===== src/rtl/difficulty_pkg.sv =====
// Shared types and level-to-parameter mappings for the difficulty ticker.
package difficulty_pkg;

   typedef enum logic [1:0] {S_IDLE, S_RUN, S_PAUSE} state_t;

   // Compared as a sum so a large lvl*step never wraps below the floor.
   function automatic int period_of(int lvl, int base, int step, int min_p);
      if (lvl * step + min_p >= base) return min_p;
      return base - lvl * step;
   endfunction

   function automatic int nums_of(int lvl, int max_n);
      return (lvl + 1 > max_n) ? max_n : lvl + 1;
   endfunction

   function automatic int clamp_lvl(int req, int levels);
      return (req > levels - 1) ? levels - 1 : req;
   endfunction

endpackage


===== src/rtl/tick_counter.sv =====
// Free-running period counter: counts 0..period-1 while enabled, pulses tick on wrap.
module tick_counter #(
   parameter int CNT_W = 29
) (
   input  logic             clk,
   input  logic             reset,
   input  logic             en,
   input  logic             clr,
   input  logic [CNT_W-1:0] period,
   output logic             tick,
   output logic [CNT_W-1:0] count
);

   always_ff @(posedge clk or posedge reset) begin
      if (reset) begin
         count <= '0;
         tick  <= 1'b0;
      end else if (clr) begin
         count <= '0;
         tick  <= 1'b0;
      end else if (en) begin
         // >= so a period shortened while paused still wraps instead of running away
         if (count >= period - CNT_W'(1)) begin
            count <= '0;
            tick  <= 1'b1;
         end else begin
            count <= count + CNT_W'(1);
            tick  <= 1'b0;
         end
      end else begin
         tick <= 1'b0;
      end
   end

endmodule


===== src/rtl/difficulty_ticker.sv =====
// Game pacing ticker: run/pause/idle control, per-level period and target count,
// manual level loads and hit-driven auto-escalation applied at period boundaries.
module difficulty_ticker
   import difficulty_pkg::*;
#(
   parameter int LEVELS         = 4,
   parameter int CNT_W          = 29,
   parameter int NUM_W          = 3,
   parameter int BASE_PERIOD    = 60000000,
   parameter int STEP_PERIOD    = 15000000,
   parameter int MIN_PERIOD     = 30000000,
   parameter int MAX_NUMS       = 3,
   parameter int HITS_PER_LEVEL = 8,
   localparam int LW            = $clog2(LEVELS)
) (
   input  logic             clk,
   input  logic             reset,
   input  logic             start,
   input  logic             pause,
   input  logic             stop,
   input  logic             diff_load,
   input  logic [LW-1:0]    diff_req,
   input  logic             hit,
   input  logic             auto_en,
   output logic             tick,
   output logic [LW-1:0]    level,
   output logic [CNT_W-1:0] size,
   output logic [NUM_W-1:0] nums,
   output logic             running
);

   localparam int HW = $clog2(HITS_PER_LEVEL + 1);

   state_t           state;
   logic [CNT_W-1:0] count;
   logic [HW-1:0]    hit_cnt;
   logic             pend_v;
   logic [LW-1:0]    pend_lvl;

   logic             in_run, cnt_en, cnt_clr, wrap;
   logic             esc_hit, esc_full, load;
   logic [LW-1:0]    req_lvl, up_lvl, load_lvl;

   always_comb begin
      in_run   = (state == S_RUN);
      cnt_en   = in_run && !pause && !stop;
      cnt_clr  = (state == S_IDLE) || stop;
      wrap     = cnt_en && (count >= size - CNT_W'(1));
      req_lvl  = LW'(clamp_lvl(int'(diff_req), LEVELS));
      up_lvl   = (level == LW'(LEVELS - 1)) ? level : level + LW'(1);
      esc_hit  = in_run && auto_en && hit && !stop;
      esc_full = esc_hit && (int'(hit_cnt) + 1 == HITS_PER_LEVEL);
      // Outside RUN (or when stopping) a load is immediate; in RUN it waits for the wrap.
      load     = 1'b0;
      load_lvl = level;
      if (diff_load && (!in_run || stop)) begin
         load     = 1'b1;
         load_lvl = req_lvl;
      end else if (wrap && pend_v) begin
         load     = 1'b1;
         load_lvl = pend_lvl;
      end
   end

   always_ff @(posedge clk or posedge reset) begin
      if (reset) begin
         state    <= S_IDLE;
         running  <= 1'b0;
         hit_cnt  <= '0;
         pend_v   <= 1'b0;
         pend_lvl <= '0;
         level    <= '0;
         size     <= CNT_W'(period_of(0, BASE_PERIOD, STEP_PERIOD, MIN_PERIOD));
         nums     <= NUM_W'(nums_of(0, MAX_NUMS));
      end else begin
         if (stop) begin
            state   <= S_IDLE;
            running <= 1'b0;
         end else if (pause) begin
            if (in_run) begin
               state   <= S_PAUSE;
               running <= 1'b0;
            end
         end else if (start && !in_run) begin
            state   <= S_RUN;
            running <= 1'b1;
         end

         if (stop || esc_full) hit_cnt <= '0;
         else if (esc_hit)     hit_cnt <= hit_cnt + HW'(1);

         // A pending level written on a wrap edge is held for the following wrap.
         if (stop || (diff_load && !in_run)) begin
            pend_v <= 1'b0;
         end else if (diff_load) begin
            pend_v   <= 1'b1;
            pend_lvl <= req_lvl;
         end else if (esc_full) begin
            pend_v   <= 1'b1;
            pend_lvl <= up_lvl;
         end else if (wrap) begin
            pend_v <= 1'b0;
         end

         if (load) begin
            level <= load_lvl;
            size  <= CNT_W'(period_of(int'(load_lvl), BASE_PERIOD, STEP_PERIOD, MIN_PERIOD));
            nums  <= NUM_W'(nums_of(int'(load_lvl), MAX_NUMS));
         end
      end
   end

   tick_counter #(.CNT_W(CNT_W)) u_cnt (
      .clk    (clk),
      .reset  (reset),
      .en     (cnt_en),
      .clr    (cnt_clr),
      .period (size),
      .tick   (tick),
      .count  (count)
   );

endmodule


===== config.mk =====
export PLATFORM = sky130hd
export DESIGN_NAME = difficulty_ticker
export DESIGN_NICKNAME = d
export VERILOG_FILES = /design/src/rtl/difficulty_pkg.sv /design/src/rtl/tick_counter.sv /design/src/rtl/difficulty_ticker.sv
export SDC_FILE = /design/constraint.sdc
export NUM_CORES = 1
export LEC_CHECK = 0
export CORE_MARGIN = 4
export CORE_UTILIZATION = 25
export CTS_CLUSTER_DIAMETER = 60
export DETAILED_ROUTE_END_ITERATION = 7
export PLACE_DENSITY_LB_ADDON = 0.15
export SYNTH_ARGS = -nofsm -noshare
export SYNTH_HDL_FRONTEND = slang
export SYNTH_SLANG_ARGS = --single-unit
export TNS_END_PERCENT = 1

===== constraint.sdc =====
create_clock -name clk -period 4.4 [get_ports clk]
set_clock_uncertainty 0.2 [all_clocks]
set_input_delay 0.44 -clock clk [delete_from_list [all_inputs] [get_ports clk]]
set_output_delay 0.44 -clock clk [all_outputs]
set_load 0.02 [all_outputs]

==> run_summary.xml <==
<?xml version="1.0" encoding="UTF-8"?>
<metrics>
  <group name="status">
    <metric name="run_status" unit="">completed</metric>
  </group>
  <group name="logic_synthesis">
    <metric name="synth_top_cell_by_area" unit="">sky130_fd_sc_hd__dfrtp_1</metric>
    <metric name="synth_edf_count" unit="">0</metric>
    <metric name="synth_ff_type" unit="">sky130_fd_sc_hd__dfrtp_1</metric>
    <metric name="synthArstFlopShare" unit="%">100.0</metric>
    <metric name="synth_seq_cells" unit="">51</metric>
    <metric name="synth.yosys.warnings" unit="">0</metric>
    <metric name="yosys.cell_types.count" unit="">56</metric>
    <metric name="post_synth_main_area_contributors" unit="">sky130_fd_sc_hd__dfrtp_1, sky130_fd_sc_hd__ha_1, sky130_fd_sc_hd__a21oi_1</metric>
    <metric name="synth_seq_area_share" unit="%">35.90</metric>
    <metric name="number_of_cells_produced_by_synthesis" unit="">412</metric>
    <metric name="yosysTopAreaCellShare" unit="%">32.96</metric>
    <metric name="synth_area_per_cell" unit="um^2">8.661</metric>
    <metric name="mappedNetlistArea" unit="um^2">3568</metric>
  </group>
  <group name="worst_setup_path">
    <metric name="ff2ff_setup_slack" unit="ns">0.51</metric>
    <metric name="slowest_stage" unit="">sky130_fd_sc_hd__dfrtp_1</metric>
    <metric name="crit_family" unit="">simple AND/OR/NAND/NOR gates</metric>
    <metric name="cp.arrival" unit="ns">3.91</metric>
    <metric name="critical_path_peak_fanout" unit="">42</metric>
    <metric name="worst_path_cell_trace" unit="">inv_1 &gt; ha_1 &gt; nor3b_2 &gt; nand3_1 &gt; nor3_1 &gt; buf_4 &gt; nand3b_1 &gt; xnor2_1 &gt; ha_1 &gt; nand2_1 &gt; nor4_4 &gt; a2111oi_4 &gt; and4_1 &gt; buf_12 &gt; a41oi_1 &gt; a31oi_1</metric>
    <metric name="path_common_cell" unit="">sky130_fd_sc_hd__ha_1</metric>
    <metric name="rr_startpoint" unit="">size[14]</metric>
    <metric name="r2r.worst_path.cells" unit="">16</metric>
    <metric name="timing.critical_path.buf_inv" unit="">3</metric>
    <metric name="timing.critical_path.from_type" unit="">flop</metric>
    <metric name="delay_of_the_slowest_critical_path_stage" unit="ns">0.48</metric>
    <metric name="worstReg2RegEnd" unit="">u_cnt.count[28]</metric>
    <metric name="timing.setup.critical_path_class" unit="">flop to flop</metric>
    <metric name="setup.worst_path.end_class" unit="">flop</metric>
    <metric name="cp.required" unit="ns">4.41</metric>
  </group>
  <group name="detailed_routing">
    <metric name="post-route-drc-count" unit="">0</metric>
    <metric name="first_pass_drt_iterations" unit="">4</metric>
    <metric name="drt.antenna.violating_nets" unit="">0</metric>
    <metric name="viasPerCell" unit="">5.031</metric>
    <metric name="initialDrtViolationCount" unit="">221</metric>
    <metric name="wl_per_cell" unit="um">15.52</metric>
    <metric name="wl" unit="um">9544</metric>
    <metric name="detailroute.via_count" unit="">3094</metric>
  </group>
  <group name="sta">
    <metric name="fin_max_slew_vios" unit="">0</metric>
    <metric name="worst_slew_margin_rel" unit="%">53.36</metric>
    <metric name="timing.setup.tns" unit="ns">0</metric>
    <metric name="final_setup_viols" unit="">0</metric>
    <metric name="final_period_minus_worst_setup_slack" unit="ns">3.894</metric>
    <metric name="final.setup.worst_slack" unit="ns">0.5056</metric>
    <metric name="report.final.hold_viol_count" unit="">0</metric>
    <metric name="rsz_0062_raised_after_global_routing" unit="">false</metric>
    <metric name="worst_pin_slew" unit="ns">0.6970</metric>
    <metric name="finalCritPeriodShare" unit="%">88.51</metric>
    <metric name="fmax" unit="MHz">256.8</metric>
  </group>
  <group name="placement">
    <metric name="final_estimated_routing_congestion_in_global_placement" unit="">0.8792</metric>
    <metric name="detailedPlace.worstSlack" unit="ns">0.3672</metric>
    <metric name="numPortBuffers" unit="">39</metric>
    <metric name="place_area" unit="um^2">4054</metric>
    <metric name="detailed_place_hpwl" unit="um">7100</metric>
  </group>
  <group name="clock_network">
    <metric name="tritoncts_clock_tree" unit="">yes</metric>
    <metric name="cts_htree_levels" unit="">2</metric>
    <metric name="cts_hold_buffers" unit="">0</metric>
    <metric name="worst_setup_hold_path_clk_slew" unit="ns">0.08</metric>
    <metric name="cts_max_path_buffers" unit="">2</metric>
    <metric name="cts-root-buf" unit="">sky130_fd_sc_hd__clkbuf_16</metric>
    <metric name="clock-sinks" unit="">51</metric>
    <metric name="worstSkewPairLatency" unit="ns">0.30</metric>
    <metric name="cts_inserted_buffers" unit="">5</metric>
  </group>
  <group name="grt">
    <metric name="grt_pass1_wl" unit="um">15880</metric>
    <metric name="grt_remaining_overflow" unit="">0</metric>
    <metric name="grt_usage" unit="%">12.12</metric>
    <metric name="grt_antenna_before_repair" unit="">0</metric>
    <metric name="grt_start_max_net_pins" unit="">43</metric>
    <metric name="first_global_vias" unit="">3010</metric>
  </group>
  <group name="power_and_ir_drop">
    <metric name="power_density" unit="nW/um^2">283.9</metric>
    <metric name="peak_supply_drop" unit="V">0.0001279</metric>
    <metric name="leakagePower" unit="nW">1.751</metric>
    <metric name="totalPowerFinal" unit="W">0.001214</metric>
  </group>
  <group name="die">
    <metric name="core.rowCount" unit="">43</metric>
    <metric name="dieWidth" unit="um">127.5</metric>
    <metric name="die_area" unit="um^2">16250</metric>
    <metric name="ios" unit="">46</metric>
    <metric name="core_area" unit="um^2">13930</metric>
    <metric name="fp.dieH" unit="um">127.5</metric>
    <metric name="initial_utilization" unit="%">25.61</metric>
  </group>
  <group name="finish">
    <metric name="post-route-cell-area" unit="um^2">4278</metric>
    <metric name="finish.utilization" unit="%">30.70</metric>
    <metric name="diodes" unit="">0</metric>
    <metric name="layout.area.seq" unit="um^2">1281</metric>
    <metric name="finalNetCount" unit="">471</metric>
    <metric name="layout_common_cells" unit="">sky130_fd_sc_hd__dfrtp_1, sky130_fd_sc_hd__clkdlybuf4s50_1, sky130_fd_sc_hd__a21oi_1, sky130_fd_sc_hd__nand2_1</metric>
    <metric name="area_growth" unit="%">19.88</metric>
    <metric name="layout_commonest_cell" unit="">sky130_fd_sc_hd__dfrtp_1</metric>
    <metric name="multiInputGateArea" unit="um^2">2052</metric>
    <metric name="drive_gt1_share" unit="%">8.736</metric>
    <metric name="filler_cells_inserted" unit="">1444</metric>
  </group>
  <group name="min_path">
    <metric name="holdPathStages" unit="">1</metric>
    <metric name="worstHoldEndpoint" unit="">nums[2]</metric>
    <metric name="timing.hold.worst.start" unit="">nums[2]</metric>
    <metric name="holdCritPathClass" unit="">flop to flop</metric>
  </group>
  <group name="job">
    <metric name="cap_viol_max_count" unit="">0</metric>
  </group>
</metrics>
## worst register-to-register path: cells and delay by family, from the launching register on
family                     cells  cell delay (ns)
AOI/OAI and AO/OA              3             0.77
xor gates and xnor gates       1             0.17
and+or+nand+nor                7             1.17
buffers and inverters          3             0.54
adders and majority gates      2             0.49
DFF                            1             0.48
## repair_timing
item                       in CTS  in global routing
setup buffers                   0                  0
setup endpoints to repair       0                 40
resized for setup               0                  4
hold endpoints to repair        0                  0
## stage by stage
stage / std cells / hold WS [ns]
after global routing: 615 / 0.3147
after global placement: 607 / 0.2865
after floorplan: 417 / 0.2589
after detailed placement: 607 / 0.2774
final: 615 / 0.2966
after CTS: 615 / 0.2986
## cell type report
class | instances | area share (%)
multi-input cells | 314 | 47.97
flip-flops and latches | 51 | 29.95
repair buffers | 49 | 11.17
well taps | 180 | 5.265
clock buffers | 5 | 2.925
clock inverters | 3 | 1.579
inverters | 13 | 1.141
## flip-flops by register name (all words and copies together) (netlist names), 2 cells and up
name / flops
u_cnt.count: 29
size: 7
hit_cnt: 4
nums: 3
level: 2
pend_lvl: 2
state: 2
## cell families after synthesis
group,count (synthesis),share of synthesized area (%)
other,1,0.1051
flip-flops,51,35.90
AND/OR/NAND/NOR,156,23.11
XOR/XNOR,11,2.700
adder cells (fa/ha/maj),27,9.467
buffers and inverters,52,7.995
AO/OA/AOI/OAI,109,19.21
multiplexers,5,1.508
## metal layers
metal	share of wire, %	track usage [%]	vias to the layer above
met1	49	17.18	1479
li1	-	-	1535
met4	1.8	3.155	0
met2	45	19.14	65
met5	0	0	-
met3	3.6	2.048	15
## synth_stat cells (3+ instances only)
cell type                  count
sky130_fd_sc_hd__dfrtp_1      47
sky130_fd_sc_hd__a21oi_1      38
sky130_fd_sc_hd__nand2_1      38
sky130_fd_sc_hd__ha_1         27
sky130_fd_sc_hd__nor2_1       27
sky130_fd_sc_hd__a31oi_1      23
sky130_fd_sc_hd__buf_4        22
sky130_fd_sc_hd__nand3_1      20
sky130_fd_sc_hd__o21ai_0      18
sky130_fd_sc_hd__inv_1        13
sky130_fd_sc_hd__clkbuf_1     11
sky130_fd_sc_hd__nor3_1       11
sky130_fd_sc_hd__nand4_1      10
sky130_fd_sc_hd__xnor2_1       8
sky130_fd_sc_hd__or3_1         7
sky130_fd_sc_hd__buf_2         6
sky130_fd_sc_hd__nand2b_1      6
sky130_fd_sc_hd__a41oi_1       5
sky130_fd_sc_hd__and2_1        5
sky130_fd_sc_hd__and4_1        5
sky130_fd_sc_hd__nor4_1        5
sky130_fd_sc_hd__a21o_1        4
sky130_fd_sc_hd__and3_1        4
sky130_fd_sc_hd__dfstp_2       4
sky130_fd_sc_hd__nor3b_1       4
sky130_fd_sc_hd__mux2_2        3
sky130_fd_sc_hd__nor2b_1       3
sky130_fd_sc_hd__xor2_1        3
## power breakdown
part	switching (W)	total [W]	internal, W
clock	0.000191	0.000517	0.000326
combinational	0.000107	0.000186	0.0000795
sequential	0.0000243	0.000511	0.000487
total	0.000322	0.00121	0.000893
## worst max-delay path by stage
stage          cells past startpoint  slack (ns)  startpoint         endpoint
3_5_place_dp                      14        0.37    size[14]  u_cnt.count[27]
6_report                          16        0.51    size[14]  u_cnt.count[28]
4_1_cts                           14        0.32    size[14]  u_cnt.count[27]
3_3_place_gp                      14        0.45    size[14]  u_cnt.count[27]
5_1_grt                           16       0.007    size[14]  u_cnt.count[12]
2_1_floorplan                     13         0.1    size[13]          nums[0]
Power figures use the tool's default switching activity.
